**src/rtl/led_pkg.sv**
```systemverilog
// Shared lane constants, state encoding and byte-lane helper for the LED write scheduler.
package led_pkg;

  localparam int LED_LANES  = 3;
  localparam int LED_BYTE_W = 8;
  localparam int LED_DATA_W = LED_LANES * LED_BYTE_W;

  localparam logic [1:0] LED_LANE0 = 2'b00;
  localparam logic [1:0] LED_LANE1 = 2'b01;
  localparam logic [1:0] LED_LANE2 = 2'b10;

  typedef enum logic [1:0] {IDLE, WR, GAP} state_t;

  function automatic logic [LED_BYTE_W-1:0] lane_byte(input logic [LED_DATA_W-1:0] data,
                                                      input logic [1:0]            lane);
    case (lane)
      LED_LANE0: return data[7:0];
      LED_LANE1: return data[15:8];
      LED_LANE2: return data[23:16];
      default:   return '0;
    endcase
  endfunction

endpackage

```
**src/rtl/led_lane_pick.sv**
```systemverilog
// Combinational finder: lowest enabled lane whose index is >= i_from.
module led_lane_pick
  import led_pkg::*;
(
  input  logic [LED_LANES-1:0] i_mask,
  input  logic [2:0]           i_from,
  output logic [1:0]           o_lane,
  output logic                 o_valid
);

  always_comb begin
    // NOTE: defaults first so every path assigns both outputs and no latch is inferred.
    o_lane  = LED_LANE0;
    o_valid = 1'b0;
    // Scan downward so the lowest qualifying lane is the last one written.
    for (int k = LED_LANES - 1; k >= 0; k--) begin
      if (i_mask[k] && (3'(k) >= i_from)) begin
        o_lane  = 2'(k);
        o_valid = 1'b1;
      end
    end
  end

endmodule

```
**src/rtl/led_write_sched.sv**
```systemverilog
// Arbitrates CPU and pattern updates and replays the granted 24-bit value as byte-lane writes.
// Define LED_WRITE_SCHED_RR_EN for round-robin arbitration; default is fixed CPU priority.
module led_write_sched
  import led_pkg::*;
#(
  parameter int                  LANE_GAP = 0,
  parameter logic [LED_LANES-1:0] PAT_MASK = 3'b111
) (
  input  logic                  clock,
  input  logic                  reset,
  input  logic                  cpu_req,
  input  logic [LED_DATA_W-1:0] cpu_data,
  input  logic [LED_LANES-1:0]  cpu_mask,
  output logic                  cpu_ack,
  input  logic                  pat_req,
  input  logic [LED_DATA_W-1:0] pat_data,
  output logic                  pat_ack,
  output logic                  led_ctrl,
  output logic                  io_write,
  output logic [15:0]           write_data,
  output logic [1:0]            led_addr,
  output logic                  busy
);

  localparam logic [2:0] GAP_LOAD = (LANE_GAP > 0) ? 3'(LANE_GAP - 1) : 3'd0;

  state_t                r_state;
  logic [LED_DATA_W-1:0] r_data;
  logic [LED_LANES-1:0]  r_mask;
  logic [1:0]            r_lane;
  logic [2:0]            r_gap_cnt;
  logic                  r_cpu_ack, r_pat_ack, r_strobe, r_busy;
  logic [1:0]            r_addr;
  logic [LED_BYTE_W-1:0] r_wbyte;

  logic                  w_gnt_cpu, w_gnt_pat;
  logic [LED_DATA_W-1:0] w_gnt_data;
  logic [LED_LANES-1:0]  w_gnt_mask;
  logic [1:0]            w_first_lane, w_next_lane;
  logic                  w_first_vld, w_next_vld;
  logic [LED_BYTE_W-1:0] w_next_byte;

`ifdef LED_WRITE_SCHED_RR_EN
  logic r_last_pat;  // 1: pattern engine held the most recent grant
  assign w_gnt_cpu = cpu_req && (r_last_pat || !pat_req);
`else
  assign w_gnt_cpu = cpu_req;
`endif
  assign w_gnt_pat  = pat_req && !w_gnt_cpu;
  assign w_gnt_data = w_gnt_cpu ? cpu_data : pat_data;
  assign w_gnt_mask = w_gnt_cpu ? cpu_mask : PAT_MASK;

  led_lane_pick u_first_pick (
    .i_mask  (w_gnt_mask),
    .i_from  (3'd0),
    .o_lane  (w_first_lane),
    .o_valid (w_first_vld)
  );

  led_lane_pick u_next_pick (
    .i_mask  (r_mask),
    .i_from  ({1'b0, r_lane} + 3'd1),
    .o_lane  (w_next_lane),
    .o_valid (w_next_vld)
  );

  assign w_next_byte = lane_byte(r_data, w_next_lane);

  always_ff @(posedge clock or posedge reset) begin
    if (reset) begin
      r_state   <= IDLE;
      r_data    <= '0;
      r_mask    <= '0;
      r_lane    <= LED_LANE0;
      r_gap_cnt <= '0;
      r_cpu_ack <= 1'b0;
      r_pat_ack <= 1'b0;
      r_strobe  <= 1'b0;
      r_busy    <= 1'b0;
      r_addr    <= LED_LANE0;
      r_wbyte   <= '0;
`ifdef LED_WRITE_SCHED_RR_EN
      r_last_pat <= 1'b1;
`endif
    end else begin
      // NOTE: non-blocking everywhere here; later assignments in the case override these pulse defaults.
      r_cpu_ack <= 1'b0;
      r_pat_ack <= 1'b0;
      r_strobe  <= 1'b0;
      r_addr    <= LED_LANE0;
      r_wbyte   <= '0;
      case (r_state)
        IDLE: begin
          if (w_gnt_cpu || w_gnt_pat) begin
            r_cpu_ack <= w_gnt_cpu;
            r_pat_ack <= w_gnt_pat;
            r_data    <= w_gnt_data;
            r_mask    <= w_gnt_mask;
`ifdef LED_WRITE_SCHED_RR_EN
            r_last_pat <= w_gnt_pat;
`endif
            // An empty mask is acknowledged without leaving IDLE.
            if (w_first_vld) begin
              r_state  <= WR;
              r_busy   <= 1'b1;
              r_strobe <= 1'b1;
              r_lane   <= w_first_lane;
              r_addr   <= w_first_lane;
              r_wbyte  <= lane_byte(w_gnt_data, w_first_lane);
            end
          end
        end
        WR: begin
          if (!w_next_vld) begin
            r_state <= IDLE;
            r_busy  <= 1'b0;
          end else if (LANE_GAP > 0) begin
            r_state   <= GAP;
            r_gap_cnt <= GAP_LOAD;
          end else begin
            r_strobe <= 1'b1;
            r_lane   <= w_next_lane;
            r_addr   <= w_next_lane;
            r_wbyte  <= w_next_byte;
          end
        end
        GAP: begin
          if (r_gap_cnt == 3'd0) begin
            r_state  <= WR;
            r_strobe <= 1'b1;
            r_lane   <= w_next_lane;
            r_addr   <= w_next_lane;
            r_wbyte  <= w_next_byte;
          end else begin
            r_gap_cnt <= r_gap_cnt - 3'd1;
          end
        end
        default: begin
          r_state <= IDLE;
          r_busy  <= 1'b0;
        end
      endcase
    end
  end

  assign cpu_ack    = r_cpu_ack;
  assign pat_ack    = r_pat_ack;
  assign led_ctrl   = r_strobe;
  assign io_write   = r_strobe;
  assign write_data = {8'h00, r_wbyte};
  assign led_addr   = r_addr;
  assign busy       = r_busy;

endmodule

```
**config.mk**
```make
export PLATFORM = sky130hd
export DESIGN_NAME = led_write_sched
export DESIGN_NICKNAME = d
export VERILOG_FILES = /design/src/rtl/led_pkg.sv /design/src/rtl/led_lane_pick.sv /design/src/rtl/led_write_sched.sv
export SDC_FILE = /design/constraint.sdc
export NUM_CORES = 1
export LEC_CHECK = 0
export ABC_CLOCK_PERIOD_IN_PS = 1600
export CAP_MARGIN = 40
export CORE_ASPECT_RATIO = 0.9
export CORE_UTILIZATION = 39
export DETAILED_ROUTE_END_ITERATION = 7
export GPL_TIMING_DRIVEN = 0
export PLACE_DENSITY = 0.74
export RECOVER_POWER = 100
export SYNTH_ARGS = -nofsm -noshare
export SYNTH_HDL_FRONTEND = slang
export SYNTH_SLANG_ARGS = --single-unit
```
**constraint.sdc**
```tcl
create_clock -name clock -period 1.6 [get_ports clock]
set_clock_uncertainty 0.1 [all_clocks]
set_input_delay 0.32 -clock clock [delete_from_list [all_inputs] [get_ports clock]]
set_output_delay 0.32 -clock clock [all_outputs]
set_load 0.02 [all_outputs]
```
=== Yosys cells after proc, flatten, opt, wreduce, memory -nomap -nowiden ===
Index checks and enable logic that the tools add are counted.

* $add $sub $neg: 2
* Order comparisons: 3
* Equal/unequal tests: 11
* Muxes and demuxes: 49
* Bitwise gates (word level): 2
* Reductions and logical operators: 16

{| class="wikitable"
|+ Operator list
! operator !! number
|-
| 8-bit one-hot mux with 3 select lines || 3
|-
| 2-bit 2-to-1 mux || 18
|-
| 8-bit 2-to-1 mux || 4
|-
| 24-bit 2-to-1 mux || 1
|-
| 2-bit one-hot mux with 3 select lines || 3
|-
| 1-bit 2-to-1 mux || 17
|-
| 2-bit inequality test, second input constant || 4
|-
| 4-bit AND reduction || 2
|-
| 2-bit by 1-bit == test with 1-bit output, second input constant || 3
|-
| 2-bit == test, second input constant || 3
|-
| 1-bit by 3-bit greater-or-equal comparator with 1-bit output, first input constant || 2
|-
| 2-bit zero test || 3
|-
| 1-bit one-hot mux with 3 select lines || 2
|-
| 5-bit AND reduction || 1
|-
| 1-bit logical AND || 4
|-
| 2-bit AND reduction || 2
|-
| 2-bit by 1-bit adder with 3-bit output, second input constant || 1
|-
| 2-bit by 3-bit greater-or-equal comparator with 1-bit output, first input constant || 1
|-
| 3-bit zero test || 1
|-
| 3-bit 2-to-1 mux || 1
|-
| 3-bit nonzero test || 1
|-
| 3-bit by 1-bit subtractor with 3-bit output, second input constant || 1
|-
| 2-bit by 1-bit inequality test with 1-bit output, second input constant || 1
|-
| 1-bit inverter || 2
|-
| 2 further kinds || 2
|}

* Register bits: 48
* Bits of input ports: 55
* Output and inout bits: 23
* Word-level logic and storage cells: 94

=== Depth between registers and ports, before layout ===
Gate-level depths: netlist of run 1.

* Depth in word-level cells: 10
* Depth in mapped cells: 5
* Depth with buffers taken out: 4

=== Cells and area by module ===
Synthesis of run 1 repeated with hierarchy kept, for this count alone.

* Cells, all modules: 227
* Area total of the unflattened synthesis: 2483.6 µm²

{| class="wikitable"
|+ Modules (own cells, without submodules)
! module !! instances !! cells each !! area an instance (µm²)
|-
| led_write_sched || 1 || 211 || 2376.0
|-
| led_lane_pick || 2 || 8 || 53.8
|}

=== Worst setup path before layout of run 1 ===
Ideal clock, no wire load.

* Path kind: reg-to-reg
* Start point: register, netlist name busy
* End point: register r_data[10]
* Setup time: 0.128 ns
* Arrival time: 1.127 ns
* Required time: 1.372 ns
* Path slack: 0.245 ns
* Stages on the path, launching flop included: 6
* Buffers on the path: 2
* Cell sequence: dfrtp_1 o21bai_1 buf_4 buf_2 nand2_1 o21ai_1

{| class="wikitable"
|+ RTL lines
! item !! RTL line !! source
|-
| end signal: assignment || led_write_sched.sv:97 || <nowiki>r_data <= w_gnt_data;</nowiki>
|-
| end: declaration || led_write_sched.sv:28 || <nowiki>logic [LED_DATA_W-1:0] r_data;</nowiki>
|}

==> results of run 1 <==
## cell families (layout without fill, tap and decap cells)
kind of cell	count (synthesis)	count (layout)	share of synthesized area (%)
flops	34	34	45.12
buf+inv	28	106	9.953
mux	11	11	5.840
compound gates	56	56	20.70
other cells	1	8	0.1989
simple gates	58	58	18.18
## state kept, by name, indices dropped and copies added (netlist names)
register,flops
io_write,1
r_data,16
r_lane,2
r_mask,2
led_addr,2
cpu_ack,1
r_wbyte,8
busy,1
pat_ack,1
## cells in the mapped netlist (all sizes together) (2+ instances only)
cell type / n / area share, %
and3b: 10 / 4.6
clkbuf: 5 / 1.0
and2: 5 / 1.8
o21ai: 18 / 4.8
dfrtp: 34 / 45
a31oi: 8 / 2.7
nand2: 25 / 5.0
nor2b: 10 / 3.3
inv: 4 / 0.80
a221oi: 8 / 3.7
o221ai: 8 / 3.7
nor3b: 2 / 1.1
buf: 19 / 8.2
mux2i: 11 / 5.8
nand2b: 4 / 1.3
a21oi: 6 / 1.6
## worst max-delay path: stages, from the launching register on
cell,delay (ns)
dfrtp_2,0.47
and3b_1,0.23
clkbuf_1,0.38
nand2_1,0.13
o221ai_1,0.12
## per-layer routing
metal  share of wire (%)  vias to the layer above  global-route usage [%]
li1                    -                      834                       -
met1                  45                      822                   31.57
met2                  46                       82                   36.16
met3                 7.3                       10                   4.713
met4                 1.9                        0                   10.19
met5                   0                        -                       0
## final cells by class
| cell class | instances | area [µm²] |
|---|---|---|
| plain buffers | 24 | 175.2 |
| well taps | 62 | 77.57 |
| clock buffers | 6 | 82.58 |
| fillers | 417 | 1722 |
| inverters | 4 | 15.01 |
| flip-flops and latches | 34 | 852.1 |
| repair buffers | 72 | 709.4 |
| multi-input cells | 133 | 913.4 |
## power by group through the flow
stage	registers, W	clock network, W	logic (W)
6_report	0.00150	0.000635	0.00183
2_1_floorplan	0.00160	0	0.00104
3_3_place_gp	0.00150	0	0.00188
4_1_cts	0.00149	0.000637	0.00182
5_1_grt	0.00153	0.000662	0.00201
3_5_place_dp	0.00150	0	0.00191
## path summary, 6_finish.rpt
kind / startpoint / end / slack [ns]
worst max-delay path: busy / r_wbyte[6] / 0.06
worst min-delay path: r_data[22] / r_data[22] / 0.38
worst max register to register: busy / r_wbyte[6] / 0.06
worst min register to register: r_data[22] / r_data[22] / 0.38
max in group asynchronous: reset / busy / 0.38
min in group asynchronous: reset / led_addr[1] / 0.48
## what timing repair did
| action | CTS | global route |
|---|---|---|
| buffers inserted | 2 | 0 |
| gates resized for setup | 22 | 5 |
| endpoints found under the setup margin | 33 | 13 |
## stage by stage
stage / instance area [µm²] / hold WS, ns / TNS (ns)
final: 2825 / 0.3832 / 0
after global routing: 2825 / 0.4153 / 0
after CTS: 2803 / 0.3469 / 0
after detailed placement: 2708 / 0.3741 / -8.675
after global placement: 2680 / 0.3616 / -20.54
after floorplan: 1912 / 0.3426 / 0
==> impl_metrics.csv, run 1 <==
group,metric,value,unit
placement,dp_hpwl,3981,µm
cts,htreeDepth,2,
setup_path,cp_max_fo,8,
cts,numCtsBuffers,5,
setup_path,cp.required,1.68,ns
final_layout,mostFrequentLayoutCell,"clkdlybuf4s50_1",
grt,antenna_found_initial,0,
flow_run,drv_cap,0,
synth,synth_edf_count,0,
route,viasPerCell,5.218,
final_layout,area_growth,49.83,%
route,first_iter_violations,154,
floorplan,die-area,5117,µm²
pwr,ir_drop,0.5515,mV
grt,grt_pass1_wl,8459,µm
grt,gr-total-overflow,0,
floorplan,num_io_pins,78,
placement,pre_cts_ws,-0.4786,ns
placement,io_buffers,69,
setup_path,crit_type,"flip-flop to flip-flop",
setup_path,startpoint_type,"flip-flop",
cts,cts_tree,"done",
final_layout,utilization,62.14,%
sta,clock.fmax,0.6495,GHz
pwr,p_sw_share,39.11,%
synth,yosys_warnings,0,
floorplan,fp.dieW,75.30,µm
cts,cts_buffer_depth,2,
sta,drv_slew,0,
pwr,p_switching,0.001551,W
pwr,power_frac_seq,37.9,%
grt,grt.total_usage,23.32,%
synth,ys_ff_latch,34,
placement,routabilityCongestion,0.8523,
sta,min_period_over_period,96.23,%
sta,rsz0062_at_grt,"false",
pwr,clockPowerShare,16.0,%
grt,grt_pass1_vias,1719,
pwr,power_density,1404,nW/µm²
synth,synthFlopType,"dfrtp_1",
synth,synth_cell_types,32,
setup_path,reg2reg_depth,4,
final_layout,diodes,0,
floorplan,start_util,41.47,%
placement,dp.cells,327,
synth,avgSynthCellArea,10.03,µm²
worst_hold_path,worst_hold_path.num_cells,2,
cts,cts.sinks,34,
synth,syn_area,1886,µm²
status,status,"finished clean",
sta,finalSetupViolations,0,
pwr,p_int,0.002415,W
floorplan,die_y,67.97,µm
cts,clk_latency,0.29,ns
pwr,p_comb_share,46.1,%
grt,grt_start_max_net_pins,21,
route,via_count,1748,
sta,hold_viol,0,
sta,finalWorstSetupSlack,0.06035,ns
synth,netlist_instances,188,
route,antenna_left,0,
pwr,p_total,0.003965,W
worst_hold_path,holdCritPathClass,"flip-flop to flip-flop",
floorplan,core,4547,µm²
route,dr.pass1.iters,4,
final_layout,final_cell_mix,"49 x clkdlybuf4s50_1, 33 x dfrtp_1, 25 x nand2_1",
setup_path,arrival,1.62,ns
sta,min_period,1.540,ns
synth,async_flop_share,100.0,%
route,drt-total-wl,5469,µm
route,routedWlPerCell,16.33,µm
cts,ctsHoldBuffers,0,
final_layout,instances_no_fill,335,
pwr,power.leakage,1.300,nW
cts,clkTransAtPathRegs,0.07,ns
setup_path,worstSetupEndpointType,"flip-flop",
sta,max_slew_margin,53.19,%
synth,synth-seq-area-share,45.12,%
final_layout,layout-drive-gt1-share,14.29,%
final_layout,finalNetCount,329,
route,drcViolationCount,0,
floorplan,rows,23,
cts,cts_root_buf,"clkbuf_8",
sta,tightest_slew,0.7013,ns
Note: power is estimated with default switching activity, not from simulation.
==> run 2: changes to the inputs <==
--- a/config.mk
+++ b/config.mk
@@ -11,8 +11,10 @@
 export CORE_UTILIZATION = 39
 export DETAILED_ROUTE_END_ITERATION = 7
 export GPL_TIMING_DRIVEN = 0
+export HOLD_SLACK_MARGIN = 0.12
 export PLACE_DENSITY = 0.74
 export RECOVER_POWER = 100
+export SLEW_MARGIN = 5
 export SYNTH_ARGS = -nofsm -noshare
 export SYNTH_HDL_FRONTEND = slang
 export SYNTH_SLANG_ARGS = --single-unit
==> results of run 2 <==
Final layout, timing and power as in run 1 (identical DEF).
==> run 3: changes to the inputs <==
--- a/config.mk
+++ b/config.mk
@@ -14,6 +14,7 @@
 export HOLD_SLACK_MARGIN = 0.12
 export PLACE_DENSITY = 0.74
 export RECOVER_POWER = 100
+export SETUP_SLACK_MARGIN = 0.05
 export SLEW_MARGIN = 5
 export SYNTH_ARGS = -nofsm -noshare
 export SYNTH_HDL_FRONTEND = slang
==> impl_metrics.csv, run 3 (synthesis gave the netlist of run 1 again) <==
group,metric,value,unit
pwr,power.leakage,1.308,nW
placement,dp_hpwl,3981,µm
setup_path,startpoint,"busy",
grt,grt.total_usage,23.20,%
cts,htreeDepth,2,
grt,antenna_found_initial,0,
grt,grt_start_max_net_pins,21,
floorplan,start_util,41.47,%
grt,grt_pass1_wl,8418,µm
route,dr.pass1.iters,4,
route,routedWlPerCell,16.42,µm
pwr,power_frac_seq,37.7,%
final_layout,diodes,0,
setup_path,reg2reg_slack,0.09,ns
final_layout,largest_reg_flops,16,
final_layout,top_register,"r_data",
pwr,p_comb_share,46.2,%
pwr,p_switching,0.001550,W
flow_run,drv_cap,0,
final_layout,area_growth,50.37,%
route,via_count,1757,
final_layout,stdcell_area,2835,µm²
placement,placed_area,2708,µm²
setup_path,timing.rr.end,"r_lane[0]",
pwr,p_sw_share,39.04,%
placement,io_buffers,69,
route,antenna_left,0,
cts,clkTransAtPathRegs,0.06,ns
floorplan,die-area,5117,µm²
sta,clock.fmax,0.6601,GHz
sta,rsz0062_at_grt,"false",
setup_path,startpoint_type,"flip-flop",
setup_path,cp_cell_sequence,"dlygate4sd2_1",
grt,grt_pass1_vias,1719,
cts,cts_buffer_depth,2,
floorplan,core,4547,µm²
setup_path,reg2reg_depth,4,
cts,numCtsBuffers,5,
setup_path,arrival,1.09,ns
route,first_iter_violations,152,
route,dr_wl_met3,488,µm
route,drt-met1-wl,2342,µm
sta,min_period,1.515,ns
final_layout,layout-drive-gt1-share,16.48,%
sta,max_slew_margin,56.68,%
pwr,clockPowerShare,16.1,%
sta,hold_viol,0,
placement,routabilityCongestion,0.8523,
setup_path,crit_cells,1,
sta,min_period_over_period,94.68,%
sta,tightest_slew,0.6491,ns
route,drcViolationCount,0,
grt,gr-total-overflow,0,
final_layout,final_cell_mix,"49 x clkdlybuf4s50_1, 33 x dfrtp_1, 25 x nand2_1",
sta,holdWs,0.3322,ns
final_layout,finalNetCount,329,
cts,cts_root_buf,"clkbuf_8",
cts,cts_tree,"done",
status,status,"finished clean",
floorplan,fp.dieW,75.30,µm
pwr,ir_drop,0.5635,mV
setup_path,critPathSlowestCell,"dfrtp_2",
floorplan,die_y,67.97,µm
route,route.met2.wl,2540,µm
setup_path,crit_path_end,"busy",
setup_path,crit_type,"flip-flop to output pin",
worst_hold_path,holdCritPathClass,"input pin to flip-flop",
setup_path,r2r_start,"r_lane[0]",
setup_path,worstSetupEndpointType,"output pin",
setup_path,cp.required,1.18,ns
sta,finalSetupViolations,0,
cts,clk_latency,0.29,ns
setup_path,max_stage_delay,0.47,ns
pwr,p_int,0.002421,W
cts,ctsHoldBuffers,0,
setup_path,worst-path-buf-inv,1,
cts,cts.sinks,34,
route,drt-total-wl,5502,µm
floorplan,num_io_pins,78,
final_layout,largestRegisters,"r_data x16, r_wbyte x8",
setup_path,cp_max_fo,8,
setup_path,path_delay_family,"flip-flops",
final_layout,mostFrequentLayoutCell,"clkdlybuf4s50_1",
sta,drv_slew,0,
floorplan,rows,23,
pwr,power_density,1400,nW/µm²
final_layout,utilization,62.36,%
route,viasPerCell,5.245,
route,top_layer,"met4",
## run 3: repair_timing
action                                  in CTS  in global routing
pin swaps                                    0                  2
setup buffers                                2                  1
endpoints found under the setup margin      36                 20
gates resized for setup                     22                 14
## run 3: cell type report
cell class	instances	area [µm²]
repair buffers	73	714.4
multi-input cells	133	920.9
clock buffers	6	82.58
well taps	62	77.57
plain buffers	23	172.7
inverters	4	15.01
flip-flops and latches	34	852.1
fillers	421	1712
## run 3: power by group through the flow
stage,combinational (W),sequential [W],clock [W]
6_report,0.00183,0.00150,0.000639
5_1_grt,0.00201,0.00153,0.000662
4_1_cts,0.00182,0.00149,0.000637
3_5_place_dp,0.00191,0.00150,0
3_3_place_gp,0.00188,0.00150,0
2_1_floorplan,0.00104,0.00160,0
## run 3: tightest hold or removal path, cell delays in order
cell,delay [ns]
clkbuf_2,0.13
nand2b_1,0.13
inv_1,0.08
## run 3: per-stage QoR
stage,worst slack (ns),std cells,total power (W),TNS (ns)
after floorplan,0.2451,195,0.002644,0
after global placement,-0.4709,326,0.003376,-20.54
after detailed placement,-0.4786,327,0.003417,-8.675
after CTS,0.02975,335,0.003938,0
after global routing,0.04658,335,0.004205,0
final,0.08508,335,0.003971,0
## run 3: worst min path at each step
stage | from | end | slack, ns | cells past startpoint
floorplan | cpu_data[0] | r_wbyte[0] | 0.34 | 2
global placement | r_data[14] | r_data[14] | 0.36 | 2
detailed placement | r_data[13] | r_data[13] | 0.37 | 2
CTS | reset | r_lane[0] | 0.35 | 2
global route | cpu_req | cpu_ack | 0.37 | 3
finish | cpu_req | cpu_ack | 0.33 | 3
## run 3: layer usage
metal | vias up | track usage [%]
met5 | - | 0
met2 | 97 | 35.94
li1 | 834 | -
met4 | 0 | 10.19
met1 | 812 | 31.39
met3 | 14 | 4.713
